==> config.mk <==
export PLATFORM = sky130hd
export DESIGN_NAME = dma_dump_flat
export DESIGN_NICKNAME = d
export VERILOG_FILES = /design/src/rtl/dma_dump_if.sv /design/src/rtl/dma_dump.sv /design/src/flat_wrapper.sv
export SDC_FILE = /design/constraint.sdc
export NUM_CORES = 1
export LEC_CHECK = 0
export CAP_MARGIN = 20
export CORE_ASPECT_RATIO = 0.6
export CORE_UTILIZATION = 35
export DETAILED_ROUTE_END_ITERATION = 10
export GPL_TIMING_DRIVEN = 0
export SLEW_MARGIN = 20
export SYNTH_ARGS = -nofsm -noshare
export SYNTH_HDL_FRONTEND = slang
export SYNTH_SLANG_ARGS = --single-unit
==> constraint.sdc <==
create_clock -name clk -period 2.8 [get_ports clk]
set_input_delay 0.56 -clock clk [delete_from_list [all_inputs] [get_ports clk]]
set_output_delay 0.56 -clock clk [all_outputs]
set_load 0.01 [all_outputs]
==> src/rtl/dma_dump_if.sv <==
// Bundle of the processor request, local-memory read and shared-memory write signals.
// Pure wiring: no storage, no latency of its own.
// Backpressure is carried by SHM_READY; ma_request is a level held until ma_answer.
interface dma_dump_if;
  // Processor request side
  logic        ma_request;
  logic [15:0] MA_WHAT;
  logic [15:0] MA_WHERE;
  logic [15:0] MA_COUNT;
  logic        ma_answer;
  logic [15:0] MA_ANSWER;
  logic        busy;

  // Local memory read port (synchronous read, data one clk after address)
  logic [15:0] MEMORY_ADDR;
  logic [15:0] MEMORY_OUT;

  // Shared memory write port
  logic [15:0] SHM_ADDR;
  logic [15:0] SHM_DATA;
  logic        SHM_WE;
  logic        SHM_READY;

  // DMA engine view
  modport slave (
    input  ma_request, MA_WHAT, MA_WHERE, MA_COUNT, MEMORY_OUT, SHM_READY,
    output ma_answer, MA_ANSWER, busy, MEMORY_ADDR, SHM_ADDR, SHM_DATA, SHM_WE
  );

  // Processor / memory / test environment view
  modport master (
    output ma_request, MA_WHAT, MA_WHERE, MA_COUNT, MEMORY_OUT, SHM_READY,
    input  ma_answer, MA_ANSWER, busy, MEMORY_ADDR, SHM_ADDR, SHM_DATA, SHM_WE
  );
endinterface

==> src/rtl/dma_dump.sv <==
// Copies MA_COUNT words from processor local memory to shared memory, one word at a time.
// Latency: 3 cycles per word with SHM_READY high; N words take 3N+1 cycles from accept to ma_answer.
// Backpressure: a pending shared-memory write is held indefinitely until SHM_READY; request inputs ignored while busy.
module dma_dump #(
  parameter int LOCAL_AW = 10
) (
  input logic       clk,
  input logic       clr,
  dma_dump_if.slave bus
);

  localparam logic [2:0] ST_IDLE  = 3'd0;
  localparam logic [2:0] ST_READ  = 3'd1;
  localparam logic [2:0] ST_WAIT  = 3'd2;
  localparam logic [2:0] ST_WRITE = 3'd3;
  localparam logic [2:0] ST_DONE  = 3'd4;
  localparam logic [2:0] ST_HOLD  = 3'd5;

  // Local addresses wrap through truncation to LOCAL_AW bits; upper bits read as zero.
  localparam logic [15:0] LOCAL_MASK = 16'((32'd1 << LOCAL_AW) - 32'd1);

  logic [2:0]  r_state;
  logic [2:0]  w_next_state;
  logic        r_busy;

  logic [15:0] r_src;
  logic [15:0] r_dst;
  logic [15:0] r_rem;
  logic [15:0] r_cnt;

  logic [15:0] r_mem_addr;
  logic [15:0] r_shm_addr;
  logic [15:0] r_shm_data;
  logic        r_shm_we;
  logic        r_answer_pls;
  logic [15:0] r_answer_cnt;

  logic        w_accept;
  logic        w_wr_ack;
  logic [15:0] w_src_inc;
  logic [15:0] w_dst_inc;
  logic [15:0] w_rem_dec;

  assign w_accept  = (r_state == ST_IDLE) && bus.ma_request;
  assign w_wr_ack  = (r_state == ST_WRITE) && bus.SHM_READY;
  assign w_src_inc = r_src + 16'd1;
  assign w_dst_inc = r_dst + 16'd1;
  assign w_rem_dec = r_rem - 16'd1;

  // Next-state selection for the transfer sequencer
  always_comb begin
    w_next_state = r_state;
    case (r_state)
      ST_IDLE:  if (bus.ma_request) w_next_state = (bus.MA_COUNT == 16'd0) ? ST_DONE : ST_READ;
      ST_READ:  w_next_state = ST_WAIT;
      ST_WAIT:  w_next_state = ST_WRITE;
      ST_WRITE: if (bus.SHM_READY) w_next_state = (w_rem_dec == 16'd0) ? ST_DONE : ST_READ;
      ST_DONE:  w_next_state = ST_HOLD;
      ST_HOLD:  if (!bus.ma_request) w_next_state = ST_IDLE;
      default:  w_next_state = ST_IDLE;
    endcase
  end

  // State register; busy is registered alongside so it tracks the state exactly
  always_ff @(posedge clk or negedge clr) begin
    if (!clr) begin
      r_state <= ST_IDLE;
      r_busy  <= 1'b0;
    end else begin
      r_state <= w_next_state;
      r_busy  <= (w_next_state != ST_IDLE);
    end
  end

  // Transfer bookkeeping: pointers, remaining words and words-written counter
  always_ff @(posedge clk or negedge clr) begin
    if (!clr) begin
      r_src <= 16'd0;
      r_dst <= 16'd0;
      r_rem <= 16'd0;
      r_cnt <= 16'd0;
    end else if (w_accept) begin
      r_src <= bus.MA_WHAT;
      r_dst <= bus.MA_WHERE;
      r_rem <= bus.MA_COUNT;
      r_cnt <= 16'd0;
    end else if (w_wr_ack) begin
      r_src <= w_src_inc;
      r_dst <= w_dst_inc;
      r_rem <= w_rem_dec;
      r_cnt <= r_cnt + 16'd1;
    end
  end

  // Read address is loaded on entry to READ so the synchronous memory samples it at the READ edge
  always_ff @(posedge clk or negedge clr) begin
    if (!clr) begin
      r_mem_addr <= 16'd0;
    end else if (w_accept) begin
      r_mem_addr <= bus.MA_WHAT & LOCAL_MASK;
    end else if (w_wr_ack) begin
      r_mem_addr <= w_src_inc & LOCAL_MASK;
    end
  end

  // Shared-memory write: capture read data in WAIT, hold until the accepting edge
  always_ff @(posedge clk or negedge clr) begin
    if (!clr) begin
      r_shm_addr <= 16'd0;
      r_shm_data <= 16'd0;
      r_shm_we   <= 1'b0;
    end else if (r_state == ST_WAIT) begin
      r_shm_addr <= r_dst;
      r_shm_data <= bus.MEMORY_OUT;
      r_shm_we   <= 1'b1;
    end else if (w_wr_ack) begin
      r_shm_we   <= 1'b0;
    end
  end

  // Completion: one-cycle pulse and word count, count held until the next completion
  always_ff @(posedge clk or negedge clr) begin
    if (!clr) begin
      r_answer_pls <= 1'b0;
      r_answer_cnt <= 16'd0;
    end else begin
      r_answer_pls <= (r_state == ST_DONE);
      if (r_state == ST_DONE) begin
        r_answer_cnt <= r_cnt;
      end
    end
  end

  assign bus.MEMORY_ADDR = r_mem_addr;
  assign bus.SHM_ADDR    = r_shm_addr;
  assign bus.SHM_DATA    = r_shm_data;
  assign bus.SHM_WE      = r_shm_we;
  assign bus.ma_answer   = r_answer_pls;
  assign bus.MA_ANSWER   = r_answer_cnt;
  assign bus.busy        = r_busy;

endmodule

==> src/flat_wrapper.sv <==
// flat-port wrapper written by rule: the top's interface ports become plain ports
module dma_dump_flat 
#(
  parameter int LOCAL_AW = 10
)
  (clk, clr, bus_ma_request, bus_MA_WHAT, bus_MA_WHERE, bus_MA_COUNT, bus_MEMORY_OUT, bus_SHM_READY, bus_ma_answer, bus_MA_ANSWER, bus_busy, bus_MEMORY_ADDR, bus_SHM_ADDR, bus_SHM_DATA, bus_SHM_WE);
  dma_dump_if bus_i ();
  input logic clk;
  input logic clr;
  input wire logic [$bits(bus_i.ma_request)-1:0] bus_ma_request;
  input wire logic [$bits(bus_i.MA_WHAT)-1:0] bus_MA_WHAT;
  input wire logic [$bits(bus_i.MA_WHERE)-1:0] bus_MA_WHERE;
  input wire logic [$bits(bus_i.MA_COUNT)-1:0] bus_MA_COUNT;
  input wire logic [$bits(bus_i.MEMORY_OUT)-1:0] bus_MEMORY_OUT;
  input wire logic [$bits(bus_i.SHM_READY)-1:0] bus_SHM_READY;
  output wire logic [$bits(bus_i.ma_answer)-1:0] bus_ma_answer;
  output wire logic [$bits(bus_i.MA_ANSWER)-1:0] bus_MA_ANSWER;
  output wire logic [$bits(bus_i.busy)-1:0] bus_busy;
  output wire logic [$bits(bus_i.MEMORY_ADDR)-1:0] bus_MEMORY_ADDR;
  output wire logic [$bits(bus_i.SHM_ADDR)-1:0] bus_SHM_ADDR;
  output wire logic [$bits(bus_i.SHM_DATA)-1:0] bus_SHM_DATA;
  output wire logic [$bits(bus_i.SHM_WE)-1:0] bus_SHM_WE;
  assign bus_i.ma_request = bus_ma_request;
  assign bus_i.MA_WHAT = bus_MA_WHAT;
  assign bus_i.MA_WHERE = bus_MA_WHERE;
  assign bus_i.MA_COUNT = bus_MA_COUNT;
  assign bus_i.MEMORY_OUT = bus_MEMORY_OUT;
  assign bus_i.SHM_READY = bus_SHM_READY;
  assign bus_ma_answer = bus_i.ma_answer;
  assign bus_MA_ANSWER = bus_i.MA_ANSWER;
  assign bus_busy = bus_i.busy;
  assign bus_MEMORY_ADDR = bus_i.MEMORY_ADDR;
  assign bus_SHM_ADDR = bus_i.SHM_ADDR;
  assign bus_SHM_DATA = bus_i.SHM_DATA;
  assign bus_SHM_WE = bus_i.SHM_WE;
  dma_dump #(.LOCAL_AW(LOCAL_AW)) u_core (.clk(clk), .clr(clr), .bus(bus_i));
endmodule
## After elaboration in Yosys (flattened, before gate mapping)

Index checks and enable logic that the tools add are counted.

| word-level totals | value |
|---|---|
| flip-flop bits (word level) | 134 |
| bits of input ports | 68 |
| word-level logic and storage cells | 47 |

| operators by class | value |
|---|---|
| $add $sub $neg | 4 |
| equal/unequal tests | 5 |
| muxes and demuxes | 18 |
| reduce and logical (&&, ||, !) cells | 8 |

Operators by type and width:

| cell | number |
|---|---|
| $mux W16 | 10 |
| $add A16 B1 Y16 const B | 3 |
| $logic_not A16 Y1 | 2 |
| $pmux W3 S6 | 1 |
| $sub A16 B1 Y16 const B | 1 |
| $mux W3 | 5 |
| $eq A3 B2 Y1 const B | 2 |
| $eq A3 B3 Y1 const B | 2 |
| $reduce_bool A2 Y1 | 2 |
| $eq A3 B1 Y1 const B | 1 |
| $logic_not A3 Y1 | 1 |
| $reduce_bool A3 Y1 | 1 |
| $logic_and A1 B1 Y1 | 2 |
| $mux W1 | 2 |

## Logic depth before layout (Yosys ltp)

Gate-level depths: netlist of run 1.

| logic depth | value |
|---|---|
| depth after elaboration | 6 |
| mapped depth | 9 |
| mapped depth without buffers | 8 |

## Worst setup path before layout of run 1

Ideal clock, no wire load.

| timing | value |
|---|---|
| path kind | reg2reg |
| start point | register u_core.r_rem[0] |
| end point | register u_core.r_busy, in the netlist u_core.bus.busy |
| arrival | 2.212 ns |
| path slack | 0.444 ns |
| cell stages (with the launch flop) | 10 |
| buffers on the path | 1 |
| cells stage by stage | dfrtp_1 > inv_1 > ha_1 > or3b_1 > buf_2 > a2111oi_0 > o311ai_1 > or4b_1 > o31ai_1 > nand4_1 |

| between the ends | value |
|---|---|
| cells in the longest elaborated chain, start to end | 6 |

Ends and longest elaborated chain:

| what | line | RTL |
|---|---|---|
| from (decl) | dma_dump.sv:28 | `logic [15:0] r_rem;` |
| from (signal assigned) | dma_dump.sv:85 | `r_rem <= bus.MA_COUNT;` |
| from (signal assigned) | dma_dump.sv:90 | `r_rem <= w_rem_dec;` |
| $sub A16 B1 Y16 | dma_dump.sv:48 | `assign w_rem_dec = r_rem - 16'd1;` |
| $logic_not A16 Y1 | dma_dump.sv:57 | `ST_WRITE: if (bus.SHM_READY) w_next_state = (w_rem_dec == 16'd0) ? ST_DONE : ST_READ;` |
| $mux W3 (2 in a row) | dma_dump.sv:57 |  |
| $pmux W3 S6 | dma_dump.sv:53 | `case (r_state)` |
| $reduce_bool A3 Y1 | dma_dump.sv:71 | `r_busy <= (w_next_state != ST_IDLE);` |
| to (signal assigned) | dma_dump.sv:71 |  |
| to (decl) | dma_dump.sv:24 | `logic r_busy;` |

Every way passes these cells.
A chain may end at the register's enable or synchronous reset.

## Worst setup path in the final report of run 1

Ends and elaborated chain as after synthesis.

==> summary.md, run 1 <==
| Metric | Value |
|---|---|
| Routed wire per std cell | `18.4 um` |
| FF-to-FF End | `u_core.bus.busy$_DFF_PN0_` |
| Final Hold Fails | `0` |
| Top cell type's share of synthesized area | `51.5%` |
| CP endpoint kind | `flop` |
| Clock slew at reported path FFs | `0.07 ns` |
| H-tree levels | `3` |
| Post-synth EDFFs | `0` |
| Post-synth top cells | `112 x dfrtp_1, 53 x nand2_1, 49 x mux2_2` |
| Final worst-path cycle share | `97.4%` |
| Mux cell area share after synthesis | `10.3%` |
| Layout Skew | `0.00656 ns` |
| First-pass GRT wire length | `25000 um` |
| Die span in y | `98.6 um` |
| Design area | `7290 um^2` |
| Crit path max-delay family | `compound AO/OA/AOI/OAI gates` |
| Mapped Area | `5440 um^2` |
| Setup slack, reg-to-reg | `0.07 ns` |
| Seq/Total Area, Yosys | `51.5%` |
| Relative slew slack | `31.3%` |
| Number of max-slew violations in the final report | `0` |
| IO Pins | `135` |
| Largest family of logic cells by synthesized area | `simple AND/OR/NAND/NOR gates` |
| Hold Crit Class | `in -> async` |
| Sink Count | `112` |
| Post-DR vias/cell | `5.35` |
| Peak VDD IR | `0.000396 V` |
| Worst Path Arrival | `2.94 ns` |
| Pwr Total | `6.83 mW` |
| Startpoint type of the worst setup path | `flop` |
| Worst Tran Pin Value | `1.02 ns` |
| Post-synthesis compound-gate area fraction | `12.0%` |
| Fmax achieved | `367 MHz` |
| DR vias | `4588` |
| Maximum clock path buffer count | `2` |
| Initial antenna violation count | `0` |
| Buf/Inv on CP | `3` |
| CP cell instances | `inv_1 -> ha_2 -> or3b_1 -> clkbuf_4 -> a2111oi_1 -> o311ai_1 -> buf_4 -> nand4bb_2 -> nand4_1` |
| Die W | `163 um` |
| Post-DP Area | `6960 um^2` |
| RSZ-0062 raised after global routing | `yes` |
| Synthesized area per cell | `10.6 um^2` |
| GRT Residual Overflow | `0` |
| Vias in the first global route | `4489` |
| I/O Buffers | `122` |
| Top-count cell post-synth | `dfrtp_1` |
| Adder-Cell Fraction of Synth Area | `1.15%` |
| ANT cells | `0` |
| Core Rows | `34` |
| Slowest stage delay, CP | `0.56 ns` |
| GRT Overall Usage | `20.4%` |
| 1st-iter DRT viols | `305` |
| R2R cell count | `9` |
| Largest net degree at the start of global routing | `73` |
| Status | `finished, final reports clean` |
| CP Depth | `9` |
| Routed WL | `15800 um` |
| Hpwl dp | `11700 um` |
| Post-synthesis xor/xnor area fraction | `3.22%` |
| Post-synthesis simple-gate area fraction | `17.7%` |
| Clock latency on the worst-skew pair | `0.35 ns` |
| CORE AREA | `14800 um^2` |
| Cts bufs inserted | `9` |
| Cells after synthesis | `514` |
| Synth top area cells | `dfrtp_1 52%, mux2_2 10%, nand2_1 3.7%` |
| CP max-delay cell | `a2111oi_1` |
| # setup viols final | `0` |
| Nets | `727` |
| Number of synthesis warnings | `0` |
| Routed Antenna Nets | `0` |
| Max Cap Viol | `0` |
| Synth async-reset ratio | `100%` |
| Synth Flop Type | `dfrtp_1` |
| Final GP Congestion | `0.903` |
| WP data required | `3.01 ns` |
| Leak pwr | `3.06 nW` |
| Initial Util | `36.6%` |
| Power Density | `937 nW/um^2` |
| Die area | `16100 um^2` |
| Setup crit start | `u_core.r_rem[0]$_DFFE_PN0P_` |
| Root Buffer | `clkbuf_16` |
| DRC | `0` |
| Dominant cell type by area after synthesis | `dfrtp_1` |
| Crit Reg-Reg Startpoint | `u_core.r_rem[0]$_DFFE_PN0P_` |
| Share of layout cells above drive strength 1 | `14.9%` |
| Area delta synth->final | `34.0%` |
| CTS tree | `yes` |
| DR pass1 iterations | `5` |
| Tmin final | `2.73 ns` |
| CP Class | `reg -> reg` |
| CP max FO | `8` |
| Setup crit end | `u_core.bus.busy$_DFF_PN0_` |
| Unique masters post-synth | `62` |
| Synthesis-stage register bit count | `112` |
==> metrics by stage <==
stage	setup TNS, ns	std cells	hold WS (ns)	setup WS (ns)	util, %
6_report	0	857	0.126	0.0721	49.1
5_1_grt	-0.0344	857	0.159	-0.0344	49.1
4_1_cts	-0.0504	857	0.138	-0.0504	48.8
3_5_place_dp	-7.32	840	0.474	-0.446	46.8
3_3_place_gp	-376.66	839	0.465	-3.30	46.7
2_1_floorplan	0	519	0.264	0.444	-
==> worst min-delay path by stage <==
stage	startpoint	endpoint	slack, ns
after floorplan	clr	u_core.bus.MA_ANSWER[0]$_DFFE_PN0P_	0.26
after global placement	u_core.bus.SHM_WE$_DFFE_PN0P_	u_core.bus.SHM_WE$_DFFE_PN0P_	0.46
after detailed placement	u_core.bus.SHM_WE$_DFFE_PN0P_	u_core.bus.SHM_WE$_DFFE_PN0P_	0.47
after CTS	clr	u_core.r_src[9]$_DFFE_PN0P_	0.14
after global routing	clr	u_core.r_src[9]$_DFFE_PN0P_	0.16
final	clr	u_core.r_src[9]$_DFFE_PN0P_	0.13
==> routing by layer <==
metal,up-vias,track usage [%],routed length [um]
met1,2251,31.1,7890
met5,-,0,0
met4,0,3.16,99
met2,180,29.2,6390
li1,2146,-,-
met3,11,5.39,1400
==> flip-flops by register name, indices dropped and copies added (netlist names) <==
name / count
u_core.bus.busy: 1
u_core.r_state: 3
u_core.r_cnt: 16
u_core.bus.SHM_WE: 1
u_core.r_rem: 16
u_core.bus.ma_answer: 1
u_core.r_src: 10
u_core.bus.SHM_ADDR: 16
u_core.bus.MA_ANSWER: 16
u_core.bus.SHM_DATA: 16
u_core.r_dst: 16
==> placed cells by master (no fill, tap or decap), types with 5 or more instances in the layout <==
master | Yosys | routed
or3_1 | 6 | 6
nand3_1 | 18 | 18
nor3b_1 | 6 | 5
nor2_1 | 37 | 37
a221o_1 | 11 | 11
o211ai_1 | 5 | 5
mux2_2 | 49 | 49
nand4_1 | 13 | 13
and3_1 | 8 | 8
buf_4 | 6 | 7
conb_1 | 1 | 6
o21ai_0 | 36 | 36
clkbuf_1 | 17 | 16
xor2_1 | 15 | 15
inv_1 | 13 | 13
nor3_1 | 13 | 12
a21oi_1 | 9 | 9
nand2_1 | 53 | 53
xnor2_1 | 5 | 5
clkbuf_16 | 0 | 9
clkdlybuf4s50_1 | 0 | 121
dfrtp_1 | 112 | 110
nor4_1 | 10 | 10
==> repair_timing <==
action | 4_1_cts | 5_1_grt
buffers inserted | 1 | 0
hold buffers | 0 | 0
pin swaps | 1 | 1
setup endpoints to repair | 12 | 14
gates resized for setup | 4 | 11
==> worst register-to-register path, cell delays in order, from the launching register on <==
cell and delay, ns:
dfrtp_2 0.46, inv_1 0.11, ha_2 0.29, or3b_1 0.37, clkbuf_4 0.19, a2111oi_1 0.56
o311ai_1 0.23, buf_4 0.19, nand4bb_2 0.09, nand4_1 0.11
==> cells by family (layout without fill, tap and decap cells) <==
kind of cell,Yosys count,count (layout)
AND/OR/NAND/NOR,186,186
flip-flops,112,112
AO/OA/AOI/OAI,94,94
multiplexers,50,50
buffers and inverters,46,186
XOR/XNOR,20,20
adder cells (fa/ha/maj),5,5
other,1,6
==> layout make-up <==
| class | count | area (um^2) |
|---|---|---|
| clock buffer | 10 | 229 |
| buffer | 33 | 175 |
| sequential | 112 | 2810 |
| inverter | 13 | 48.8 |
| tap | 198 | 248 |
| fill | 1378 | 7560 |
| timing repair buffer | 124 | 1260 |
| clock inverter | 6 | 42.5 |
| multi-input combinational | 361 | 2480 |
==> power by group <==
part / switching [mW] / leakage, nW / internal, mW
sequential: 0.540 / 1.44 / 2.16
combinational: 1.42 / 1.49 / 1.49
clock: 0.608 / 0.129 / 0.609
total: 2.57 / 3.06 / 4.26
(Power assumes the default switching activity.)
==> run 2, diff against run 1 <==
HOLD_SLACK_MARGIN = 0.15   (was not set)
==> run 2 against run 1 <==
  * Utilization up 0.084 points
  * Global-route usage unchanged
  * Via count up 0.63%
  * Register-to-register slack about the same
  * Non-clock buffer count up 1
  * Hold slack better by 0.36 ns
  * First-iteration DRC count down 5.2%
  * Sequential cell count unchanged
  * Power about the same
  * Final cell count up 0.23%
  * Fmax about the same
  * Critical endpoint unchanged
  * Largest power group unchanged
==> summary.md, run 2 (same netlist as run 1, synthesis figures left out) <==
| Metric | Value |
|---|---|
| Status | `finished, final reports clean (unchanged)` |
| # setup viols final | `0 (unchanged)` |
| 1st-iter DRT viols | `289 (was 305)` |
| I/O Buffers | `122 (unchanged)` |
| Met1 Usage GRT | `31.1% (unchanged)` |
| Final Hold Fails | `0 (unchanged)` |
| RSZ-0062 raised after global routing | `yes (unchanged)` |
| Post-route insts no fill | `859 (was 857)` |
| Nets | `728 (was 727)` |
| Leak pwr | `3.06 nW (about the same)` |
| Pre-CTS WS | `-0.446 ns (unchanged)` |
| Largest net degree at the start of global routing | `73 (unchanged)` |
| Clock latency on the worst-skew pair | `0.35 ns (about the same)` |
| GRT Residual Overflow | `0 (unchanged)` |
| Worst Tran Pin Value | `1.02 ns (about the same)` |
| IO Pins | `135 (unchanged)` |
| Sink Count | `112 (unchanged)` |
| CTS tree | `yes (unchanged)` |
| Vias in the first global route | `4489 (unchanged)` |
| Area delta synth->final | `34.2% (was 34.0%)` |
| Die W | `163 um (unchanged)` |
| Startpoint type of the worst setup path | `flop (unchanged)` |
| CORE AREA | `14800 um^2 (unchanged)` |
| Power Density | `935 nW/um^2 (was 937 nW/um^2)` |
| Cell count after placement | `840 (unchanged)` |
| Die area | `16100 um^2 (unchanged)` |
| Setup slack, reg-to-reg | `0.07 ns (about the same)` |
| DRC | `0 (unchanged)` |
| Root Buffer | `clkbuf_16 (unchanged)` |
| Max Cap Viol | `0 (unchanged)` |
| CP endpoint kind | `flop (unchanged)` |
| DR vias | `4617 (was 4588)` |
| Number of max-slew violations in the final report | `0 (unchanged)` |
| Hold slack | `0.484 ns (was 0.126 ns)` |
| GRT busiest layer | `met1 (unchanged)` |
| Routed wire per std cell | `18.3 um (was 18.4 um)` |
| Relative slew slack | `31.3% (about the same)` |
| Post-route setup TNS | `0 ns (unchanged)` |
| Core Rows | `34 (unchanged)` |
| Worst Path Arrival | `2.94 ns (about the same)` |
| Hpwl dp | `11700 um (unchanged)` |
| Tmin final | `2.73 ns (about the same)` |
| Final setup margin | `0.0744 ns (was 0.0721 ns)` |
| Routed Antenna Nets | `0 (unchanged)` |
| Post-DR vias/cell | `5.37 (was 5.35)` |
| Final GP Congestion | `0.903 (unchanged)` |
| WP data required | `3.01 ns (about the same)` |
| M3 GR Usage | `5.39% (unchanged)` |
| Cts bufs inserted | `9 (unchanged)` |
| Fmax achieved | `367 MHz (about the same)` |
| Initial Util | `36.6% (unchanged)` |
| Layout Skew | `0.00621 ns (was 0.00656 ns)` |
| Die span in y | `98.6 um (unchanged)` |
| Share of layout cells above drive strength 1 | `14.8% (was 14.9%)` |
| H-tree levels | `3 (unchanged)` |
| Most frequent cells in the layout | `121 x clkdlybuf4s50_1, 110 x dfrtp_1, 53 x nand2_1, 49 x mux2_2, 37 x nor2_1 (unchanged)` |
| GRT Overall Usage | `20.4% (unchanged)` |
| Final worst-path cycle share | `97.3% (was 97.4%)` |
| Clock slew at reported path FFs | `0.07 ns (about the same)` |
| DR pass1 iterations | `5 (unchanged)` |
| CP max FO | `10 (was 8)` |
| Grt met2 use | `29.2% (unchanged)` |
| Routed WL | `15700 um (was 15800 um)` |
| Commonest non-fill, non-tap cell in the layout | `clkdlybuf4s50_1 (unchanged)` |
| Peak VDD IR | `0.000396 V (about the same)` |
| Maximum clock path buffer count | `2 (unchanged)` |
| CP Class | `reg -> reg (unchanged)` |
| First-pass GRT wire length | `25000 um (unchanged)` |
| Pwr Total | `6.83 mW (about the same)` |
| Initial antenna violation count | `0 (unchanged)` |
| Hold Crit Class | `reg -> reg (was in -> async)` |
-- run 2: cell count changes in the layout (fill, tap and decap cells not counted) --
cell           change
dlygate4sd3_1      +1
diode_2            +1
-- run 2: area by class of cell --
| class | count | area (um^2) |
|---|---|---|
| buffer | 33 | 175 |
| multi-input combinational | 361 | 2480 |
| timing repair buffer | 125 | 1270 |
| clock inverter | 6 | 42.5 |
| inverter | 13 | 48.8 |
| sequential | 112 | 2810 |
| tap | 198 | 248 |
| antenna | 1 | 2.50 |
| clock buffer | 10 | 229 |
| fill | 1376 | 7550 |
-- run 2: final timing paths --
path                            cells after the start                          start                                  end
min in group asynchronous                           2                            clr          u_core.r_src[9]$_DFFE_PN0P_
worst max register to register                      8    u_core.r_rem[2]$_DFFE_PN0P_            u_core.bus.busy$_DFF_PN0_
max in group asynchronous                           3                            clr  u_core.bus.MA_ANSWER[7]$_DFFE_PN0P_
worst max-delay path                                8    u_core.r_rem[2]$_DFFE_PN0P_            u_core.bus.busy$_DFF_PN0_
worst min register to register                      1  u_core.bus.SHM_WE$_DFFE_PN0P_        u_core.bus.SHM_WE$_DFFE_PN0P_
worst min-delay path                                1  u_core.bus.SHM_WE$_DFFE_PN0P_        u_core.bus.SHM_WE$_DFFE_PN0P_
-- run 2: layer usage --
metal	vias to the layer above	wire, um
met3	13	1520
met4	0	104
met2	195	6370
li1	2152	-
met5	-	0
met1	2257	7730
-- run 2: timing repair --
item | 4_1_cts | 5_1_grt
pin swaps | 1 | 1
endpoints found under the hold margin | 38 | 0
hold buffers | 1 | 0
setup buffers | 1 | 0
setup endpoints to repair | 12 | 14
gates resized for setup | 4 | 11
-- run 2: stage by stage --
step                      area, um^2  util [%]
after global placement          6930      46.7
after floorplan                 5460         -
after detailed placement        6960      46.8
after global routing            7300      49.2
after CTS                       7250      48.9
final                           7300      49.2
-- run 2: worst max-delay path, cell delays in order (launching register included) --
cell and delay [ns]:
dfrtp_1 0.38, buf_6 0.13, or4_1 0.50, buf_2 0.19, nor3_1 0.53, o21ai_0 0.17
a22oi_1 0.35, nand4bb_2 0.23, nand4_1 0.11
-- run 2: report_power, final --
part	internal [mW]	switching, mW
logic	1.49	1.42
clock network	0.609	0.610
registers	2.16	0.535
total	4.26	2.56
